===== config.mk =====
export PLATFORM = sky130hd
export DESIGN_NAME = nco_output_assembler_flat
export DESIGN_NICKNAME = d
export VERILOG_FILES = /design/src/rtl/nco_output_assembler_if.sv /design/src/rtl/nco_output_assembler.sv /design/src/flat_wrapper.sv
export SDC_FILE = /design/constraint.sdc
export NUM_CORES = 1
export LEC_CHECK = 0
export CAP_MARGIN = 20
export CORE_AREA = 5 5 96 98
export CTS_CLUSTER_DIAMETER = 120
export DETAILED_ROUTE_END_ITERATION = 12
export DIE_AREA = 0 0 101 103
export GPL_TIMING_DRIVEN = 0
export SYNTH_ARGS = -nofsm -noshare
export SYNTH_HDL_FRONTEND = slang
export SYNTH_SLANG_ARGS = --single-unit

===== constraint.sdc =====
create_clock -name clk -period 3.2 [get_ports clk]
set_clock_uncertainty 0.2 [all_clocks]
set_input_delay 0.64 -clock clk [delete_from_list [all_inputs] [get_ports clk]]
set_output_delay 0.64 -clock clk [all_outputs]
set_load 0.02 [all_outputs]

===== src/rtl/nco_output_assembler_if.sv =====
// Sample-bus bundle between the NCO core serialiser and the output assembler.
// master drives the load request and the beat bus; slave returns the assembled results.
interface nco_output_assembler_if #(
    parameter int DATA_W = 12,
    parameter int PIN_W  = 2,
    parameter int NUM_CH = 2
);
    localparam int CH_W = (NUM_CH > 1) ? $clog2(NUM_CH) : 1;

    logic                    start;
    logic [NUM_CH*PIN_W-1:0] din;
    logic                    neg_in;
    logic                    sat_en;
    logic                    sel_fmt;
    logic [CH_W-1:0]         sel_ch;
    logic [DATA_W-1:0]       dout;
    logic                    dout_vld;
    logic                    busy;
    logic [NUM_CH-1:0]       ovf;

    modport master (
        output start, din, neg_in, sat_en, sel_fmt, sel_ch,
        input  dout, dout_vld, busy, ovf
    );

    modport slave (
        input  start, din, neg_in, sat_en, sel_fmt, sel_ch,
        output dout, dout_vld, busy, ovf
    );
endinterface


===== src/rtl/nco_output_assembler.sv =====
// Rebuilds per-channel samples from a narrow pin bus (LSB chunk first), then applies
// optional negation/saturation and offset-binary formatting before a registered output.
module nco_output_assembler #(
    parameter int DATA_W = 12,
    parameter int PIN_W  = 2,
    parameter int NUM_CH = 2
) (
    input  logic                  clk,
    input  logic                  rst_n,
    nco_output_assembler_if.slave bus
);
    localparam int BEATS = DATA_W / PIN_W;
    localparam int CH_W  = (NUM_CH > 1) ? $clog2(NUM_CH) : 1;
    localparam int CNT_W = (BEATS > 1) ? $clog2(BEATS) : 1;
    localparam logic [CNT_W-1:0] LAST_BEAT = CNT_W'(BEATS - 1);
    localparam logic [DATA_W-1:0] MSB_MASK = {1'b1, {(DATA_W-1){1'b0}}};

    typedef enum logic [1:0] {IDLE, LOAD, CALC} state_t;

    state_t                   state, state_nxt;
    logic [CNT_W-1:0]         cnt, cnt_nxt;
    logic                     load_en, last_beat, calc_en;

    logic signed [DATA_W-1:0] asm_p0 [NUM_CH];
    logic                     neg_p0, sat_p0, fmt_p0;

    logic signed [DATA_W-1:0] res_nxt [NUM_CH];
    logic [NUM_CH-1:0]        ovf_nxt;
    logic [DATA_W-1:0]        res_p1 [NUM_CH];
    logic [NUM_CH-1:0]        ovf_p1;
    logic                     vld_p1;
    logic [DATA_W-1:0]        dout_mux;

    // Returns {overflow, result}; only the most-negative input can overflow on negation.
    function automatic logic [DATA_W:0] negate_sat(
        input logic signed [DATA_W-1:0] x,
        input logic                     neg,
        input logic                     sat
    );
        logic signed [DATA_W-1:0] r;
        logic                     o;
        o = neg && (x == $signed(MSB_MASK));
        r = neg ? -x : x;
        if (o && sat)
            r = $signed(~MSB_MASK);
        return {o, r};
    endfunction

    function automatic logic [DATA_W-1:0] to_format(
        input logic [DATA_W-1:0] r,
        input logic              fmt
    );
        return fmt ? (r ^ MSB_MASK) : r;
    endfunction

    always_ff @(posedge clk or negedge rst_n) begin
        if (!rst_n) begin
            state <= IDLE;
            cnt   <= '0;
        end else begin
            state <= state_nxt;
            cnt   <= cnt_nxt;
        end
    end

    always_comb begin
        state_nxt = state;
        cnt_nxt   = cnt;
        load_en   = 1'b0;
        last_beat = 1'b0;
        calc_en   = 1'b0;
        case (state)
            IDLE: begin
                if (bus.start) begin
                    state_nxt = LOAD;
                    cnt_nxt   = '0;
                end
            end
            LOAD: begin
                load_en = 1'b1;
                if (cnt == LAST_BEAT) begin
                    last_beat = 1'b1;
                    state_nxt = CALC;
                    cnt_nxt   = '0;
                end else begin
                    cnt_nxt = cnt + CNT_W'(1);
                end
            end
            CALC: begin
                calc_en   = 1'b1;
                state_nxt = IDLE;
            end
            default: state_nxt = IDLE;
        endcase
    end

    // Stage p0: beat assembly and control capture on the final beat
    always_ff @(posedge clk or negedge rst_n) begin
        if (!rst_n) begin
            for (int c = 0; c < NUM_CH; c++)
                asm_p0[c] <= '0;
            neg_p0 <= 1'b0;
            sat_p0 <= 1'b0;
            fmt_p0 <= 1'b0;
        end else if (load_en) begin
            for (int c = 0; c < NUM_CH; c++)
                asm_p0[c][int'(cnt)*PIN_W +: PIN_W] <= bus.din[c*PIN_W +: PIN_W];
            if (last_beat) begin
                neg_p0 <= bus.neg_in;
                sat_p0 <= bus.sat_en;
                fmt_p0 <= bus.sel_fmt;
            end
        end
    end

    always_comb begin
        ovf_nxt = '0;
        for (int c = 0; c < NUM_CH; c++) begin
            {ovf_nxt[c], res_nxt[c]} = negate_sat(asm_p0[c], neg_p0, sat_p0);
        end
    end

    // Stage p1: registered results, overflow flags and valid strobe
    always_ff @(posedge clk or negedge rst_n) begin
        if (!rst_n) begin
            for (int c = 0; c < NUM_CH; c++)
                res_p1[c] <= '0;
            ovf_p1 <= '0;
            vld_p1 <= 1'b0;
        end else begin
            vld_p1 <= calc_en;
            if (calc_en) begin
                for (int c = 0; c < NUM_CH; c++)
                    res_p1[c] <= to_format(res_nxt[c], fmt_p0);
                ovf_p1 <= ovf_nxt;
            end
        end
    end

    // Unregistered channel select; out-of-range selects read as zero
    always_comb begin
        dout_mux = '0;
        for (int c = 0; c < NUM_CH; c++) begin
            if (bus.sel_ch == CH_W'(c))
                dout_mux = res_p1[c];
        end
    end

    assign bus.dout     = dout_mux;
    assign bus.dout_vld = vld_p1;
    assign bus.busy     = (state != IDLE);
    assign bus.ovf      = ovf_p1;
endmodule


===== src/flat_wrapper.sv =====
// flat-port wrapper written by rule: the top's interface ports become plain ports
module nco_output_assembler_flat 
#(
    parameter int DATA_W = 12,
    parameter int PIN_W  = 2,
    parameter int NUM_CH = 2
)
  (clk, rst_n, bus_start, bus_din, bus_neg_in, bus_sat_en, bus_sel_fmt, bus_sel_ch, bus_dout, bus_dout_vld, bus_busy, bus_ovf);
  nco_output_assembler_if #(.DATA_W(DATA_W), .PIN_W(PIN_W), .NUM_CH(NUM_CH)) bus_i ();
  input  logic clk;
  input  logic rst_n;
  input wire logic [$bits(bus_i.start)-1:0] bus_start;
  input wire logic [$bits(bus_i.din)-1:0] bus_din;
  input wire logic [$bits(bus_i.neg_in)-1:0] bus_neg_in;
  input wire logic [$bits(bus_i.sat_en)-1:0] bus_sat_en;
  input wire logic [$bits(bus_i.sel_fmt)-1:0] bus_sel_fmt;
  input wire logic [$bits(bus_i.sel_ch)-1:0] bus_sel_ch;
  output wire logic [$bits(bus_i.dout)-1:0] bus_dout;
  output wire logic [$bits(bus_i.dout_vld)-1:0] bus_dout_vld;
  output wire logic [$bits(bus_i.busy)-1:0] bus_busy;
  output wire logic [$bits(bus_i.ovf)-1:0] bus_ovf;
  assign bus_i.start = bus_start;
  assign bus_i.din = bus_din;
  assign bus_i.neg_in = bus_neg_in;
  assign bus_i.sat_en = bus_sat_en;
  assign bus_i.sel_fmt = bus_sel_fmt;
  assign bus_i.sel_ch = bus_sel_ch;
  assign bus_dout = bus_i.dout;
  assign bus_dout_vld = bus_i.dout_vld;
  assign bus_busy = bus_i.busy;
  assign bus_ovf = bus_i.ovf;
  nco_output_assembler #(.DATA_W(DATA_W), .PIN_W(PIN_W), .NUM_CH(NUM_CH)) u_core (.clk(clk), .rst_n(rst_n), .bus(bus_i));
endmodule

---- After elaboration in Yosys (flattened, before gate mapping) ----
Index checks and enable logic that the tools add are counted.
W data, S select, Z words.
cells by class
  muxes and demuxes ....................... 19
  reductions and logical operators ........ 10
  add/sub/neg operators ................... 4
  shift-type cells ........................ 3
  eq/ne operators ......................... 7
  bitwise logic cells ..................... 2
operators by type and width
  kind                       number
  $mux W12                   7
  $shiftx A2 B33 Y12         2
  $neg A4 Y33                1
  $shift A2 B33 Y12 const A  1
  $bwmux W12                 2
  $eq A12 B12 Y1 const B     2
  $neg A12 Y12               2
  $mux W3                    2
  $pmux W3 S2                1
  $reduce_and A2 Y1          3
  $logic_and A1 B1 Y1        4
  $mux W1                    4
  $mux W2                    2
  $pmux W2 S2                1
  $reduce_bool A2 Y1         2
  $add A3 B1 Y3 const B      1
  $eq A3 B3 Y1 const B       1
  $eq A2 B1 Y1 const B       1
  $eq A2 B2 Y1 const B       1
  $logic_not A2 Y1           1
  $ne A2 B1 Y1 const B       1
  $ne A2 B2 Y1 const B       1
  $not A1 Y1                 2
storage, ports and cells
  bits in registers ....................... 59
  word-level logic and storage cells ...... 56

---- Longest topological paths before layout ----
  depth in word-level cells ............... 6
  mapped depth ............................ 7

---- Least setup slack after synthesis ----
Ideal clock, no wire load.
  kind .................................... input port to output port
  from .................................... in bus_sel_ch
  to ...................................... out bus_dout[10]
  path slack .............................. 969 ps
  required time ........................... 2360 ps
  stages on the path ...................... 2
  arrival time ............................ 1391 ps
  path through ............................ buf_1 > mux2_2
between the ends
  longest elaborated chain between the ends .. 1
RTL lines
  what         RTL line                     text
  from (decl)  flat_wrapper.sv:17           input wire logic [$bits(bus_i.sel_ch)-1:0] bus_sel_ch;
  $mux W12     nco_output_assembler.sv:144  if (bus.sel_ch == CH_W'(c))
  to (decl)    flat_wrapper.sv:18           output wire logic [$bits(bus_i.dout)-1:0] bus_dout;
No other way between the ends.

---- Worst setup path after layout ----
  from .................................... in bus_sel_ch
  to ...................................... out bus_dout[4]
The elaborated chain is that of the path after synthesis.

==> impl_metrics.tcl <==
set metrics [dict create \
    status "finished clean" \
    nFillCells 825 \
    max_slew_margin_pct 50.59 \
    cts-root-buf "clkbuf_8" \
    dieArea_mm2 0.01040 \
    ys_seq_elements 59 \
    worst-slew-pin-transition_ns 0.7378 \
    pin_count 27 \
    syn_nets 336 \
    start_util_pct 37.83 \
    core_mm2 0.008381 \
    die_h_um 103 \
    routed_wl_um 7378 \
    portBuffers 26 \
    vias_per_cell 5.264 \
    combPwrFrac_pct 48.1 \
    worstSkewPairLatency_ns 0.33 \
    gp_congestion 0.8282 \
    routedWlPerCell_um 15.83 \
    p_sw_share_pct 41.77 \
    antenna_found_initial 0 \
    clkSlewWorstSetupHoldPaths_ns 0.07 \
    overflow 0 \
    synth.distinct_cells 48 \
    critical_path_arrival_ns 2.27 \
    ant_nets 0 \
    cp_max_fo 10 \
    synth_flop_cell "dfrtp_1" \
    clockBufferDepth 2 \
    powerDensity_mw_per_mm2 1027 \
    nets 374 \
    finalSetupTns_ns 0 \
    drv_slew 0 \
    cts_hold_buffers 0 \
    die_x_um 101 \
    fin_hold_ws_ns 0.1055 \
    syn_inst 316 \
    setup_viol 0 \
    final_cell_mix "dfrtp_1 (59), nand2_1 (34), mux2_2 (27), clkdlybuf4s50_1 (25), nor2_1 (23)" \
    max-cap-violations 0 \
    final_common_cell "dfrtp_1" \
    synthesis.area_mm2 0.003171 \
    fin_ws_ns 0.09352 \
    switching_power_mw 1.614 \
    grt_pass1_vias 2374 \
    required_ns 2.36 \
    hp-class "input port to asynchronous set/reset pin" \
    async_reset_ff_share_pct 100.0 \
    vias 2453 \
    crit_type "input port to output pin" \
    groute.usage.overall_pct 15.23 \
    drc 0 \
    cts_tree "done" \
    internal-power_mw 2.250 \
    syn_area_per_cell_um2 10.03 \
    clkSinkCount 59 \
    grt_start_max_net_pins 37 \
    fin_crit_ns 3.106 \
    numCtsBuffers 9 \
    period_share_pct 97.08 \
    seqCellArea_mm2 0.001476 \
    drtIter0Drc 91 \
    num_rows 34 \
    power.static_leakage_nw 1.652 \
    final_hold_viol_count 0 \
    dpl_worst_slack_ns -0.2596 \
    yosys_warnings 0 \
    grt_pass1_wl_um 12300 \
    dp_hpwl_um 5562 \
    peakVddDrop_mv 0.3992 \
    p_seq_share_pct 35.9 \
    worstSetupEndpointType "output pin" \
    synth_edf_count 0 \
    rsz0062_at_grt "false" \
    yosysSeqAreaShare_pct 46.57 \
    num_antenna_cells 0 \
    multi_input_area_mm2 0.001599 \
    power_mw 3.864 \
    drt-pass1-iter-count 4 \
    pwr-share-clk_pct 16.0 \
    start_kind "input port" \
    htree_levels 3 \
    max_freq_ghz 0.3219 \
    drive_gt1_share_pct 14.53 \
    syn_to_final_growth_pct 18.71 \
]
power by group through the flow:
| stage | Combinational [mW] | Clock, mW | Sequential, mW |
|---|---|---|---|
| after floorplan | 1.38 | 0 | 1.29 |
| after global placement | 1.83 | 0 | 1.38 |
| after detailed placement | 1.86 | 0 | 1.40 |
| after CTS | 1.88 | 0.635 | 1.39 |
| after global routing | 2.07 | 0.663 | 1.44 |
| final | 1.86 | 0.619 | 1.39 |
logic make-up (layout without fill, tap and decap cells):
group | after synthesis | in the layout | synth area share, %
xor+xnor | 14 | 14 | 3.867
buf+inv | 25 | 67 | 2.999
mux | 28 | 28 | 9.905
fa+ha+maj | 9 | 9 | 3.552
compound gates | 66 | 66 | 14.09
flops | 59 | 59 | 46.57
simple gates | 115 | 115 | 19.02
final timing paths:
check,from,to,slack [ns],cells past startpoint
max,bus_sel_ch,bus_dout[4],0.09,4
max reg2reg,u_core.cnt[0],u_core.asm_p0[11],0.78,6
min,rst_n,u_core.res_p1[19],0.11,1
min reg2reg,u_core.res_p1[2],u_core.res_p1[2],0.27,2
max in group asynchronous,rst_n,u_core.asm_p0[14],2.09,2
min in group clk,u_core.res_p1[2],u_core.res_p1[2],0.27,2
area by class of cell:
class	count	share of cell area, %
Sequential cell	59	39.23
Tap cell	108	3.590
Buffer	14	1.529
Clock inverter	2	0.2660
Clock buffer	13	4.488
Multi-Input combinational cell	232	42.49
Inverter	11	1.097
Timing Repair Buffer	27	7.314
repair_timing:
item / 4_1_cts / 5_1_grt
setup buffers: 0 / 0
gates resized for setup: 2 / 0
setup endpoints to repair: 10 / 0
sequential cells by signal, indices dropped and copies added, names as in the netlist:
| signal | flops |
|---|---|
| u_core.res_p1 | 24 |
| u_core.fmt_p0 | 1 |
| u_core.sat_p0 | 1 |
| u_core.asm_p0 | 24 |
| u_core.cnt | 3 |
| u_core.state | 2 |
| u_core.neg_p0 | 1 |
| u_core.bus.ovf | 2 |
| u_core.bus.dout_vld | 1 |
metal layers:
metal / GRT usage [%] / part of all wire [%]
met1: 20.96 / 48
met2: 24.30 / 45
met3: 2.909 / 5.3
met4: 4.908 / 1.3
met5: 0 / 0
worst max-delay path: stages:
cell and delay [ns]:
clkdlybuf4s50_1 0.52, buf_4 0.22, mux2_2 0.36, clkdlybuf4s50_1 0.54
stage by stage:
stage          cells  util (%)  cell area, um2
3_3_place_gp     450     42.55            3566
4_1_cts          466     44.91            3764
3_5_place_dp     451     42.73            3581
2_1_floorplan    316         -            3171
6_report         466     44.91            3764
5_1_grt          466     44.91            3764
cells in the mapped netlist (2+ instances only):
cell       n  area share, %
a21oi_1   11            1.7
a31oi_1    8            1.6
and2_1     5           0.99
buf_1      2           0.24
clkbuf_1  11            1.3
dfrtp_1   59             47
ha_1       9            3.6
inv_1     11            1.3
mux2_2    27            9.6
nand2_1   34            4.0
nand2b_1   7            1.4
nand3_1    7            1.1
nand4_1    4           0.79
nor2_1    23            2.7
nor2b_1    2           0.39
nor3_1     7            1.1
nor3b_1    2           0.47
nor4_1     4           0.79
nor4b_1    2           0.55
o21ai_0   15            2.4
o31a_1     4            1.1
o31ai_1   16            3.8
o41ai_1    3           0.83
or3_1      4           0.79
or3b_2     2           0.55
or4_1      2           0.47
or4_4      2           0.71
xnor2_1    2           0.55
xor2_1    12            3.3
Note: power is estimated with default switching activity, not from simulation.
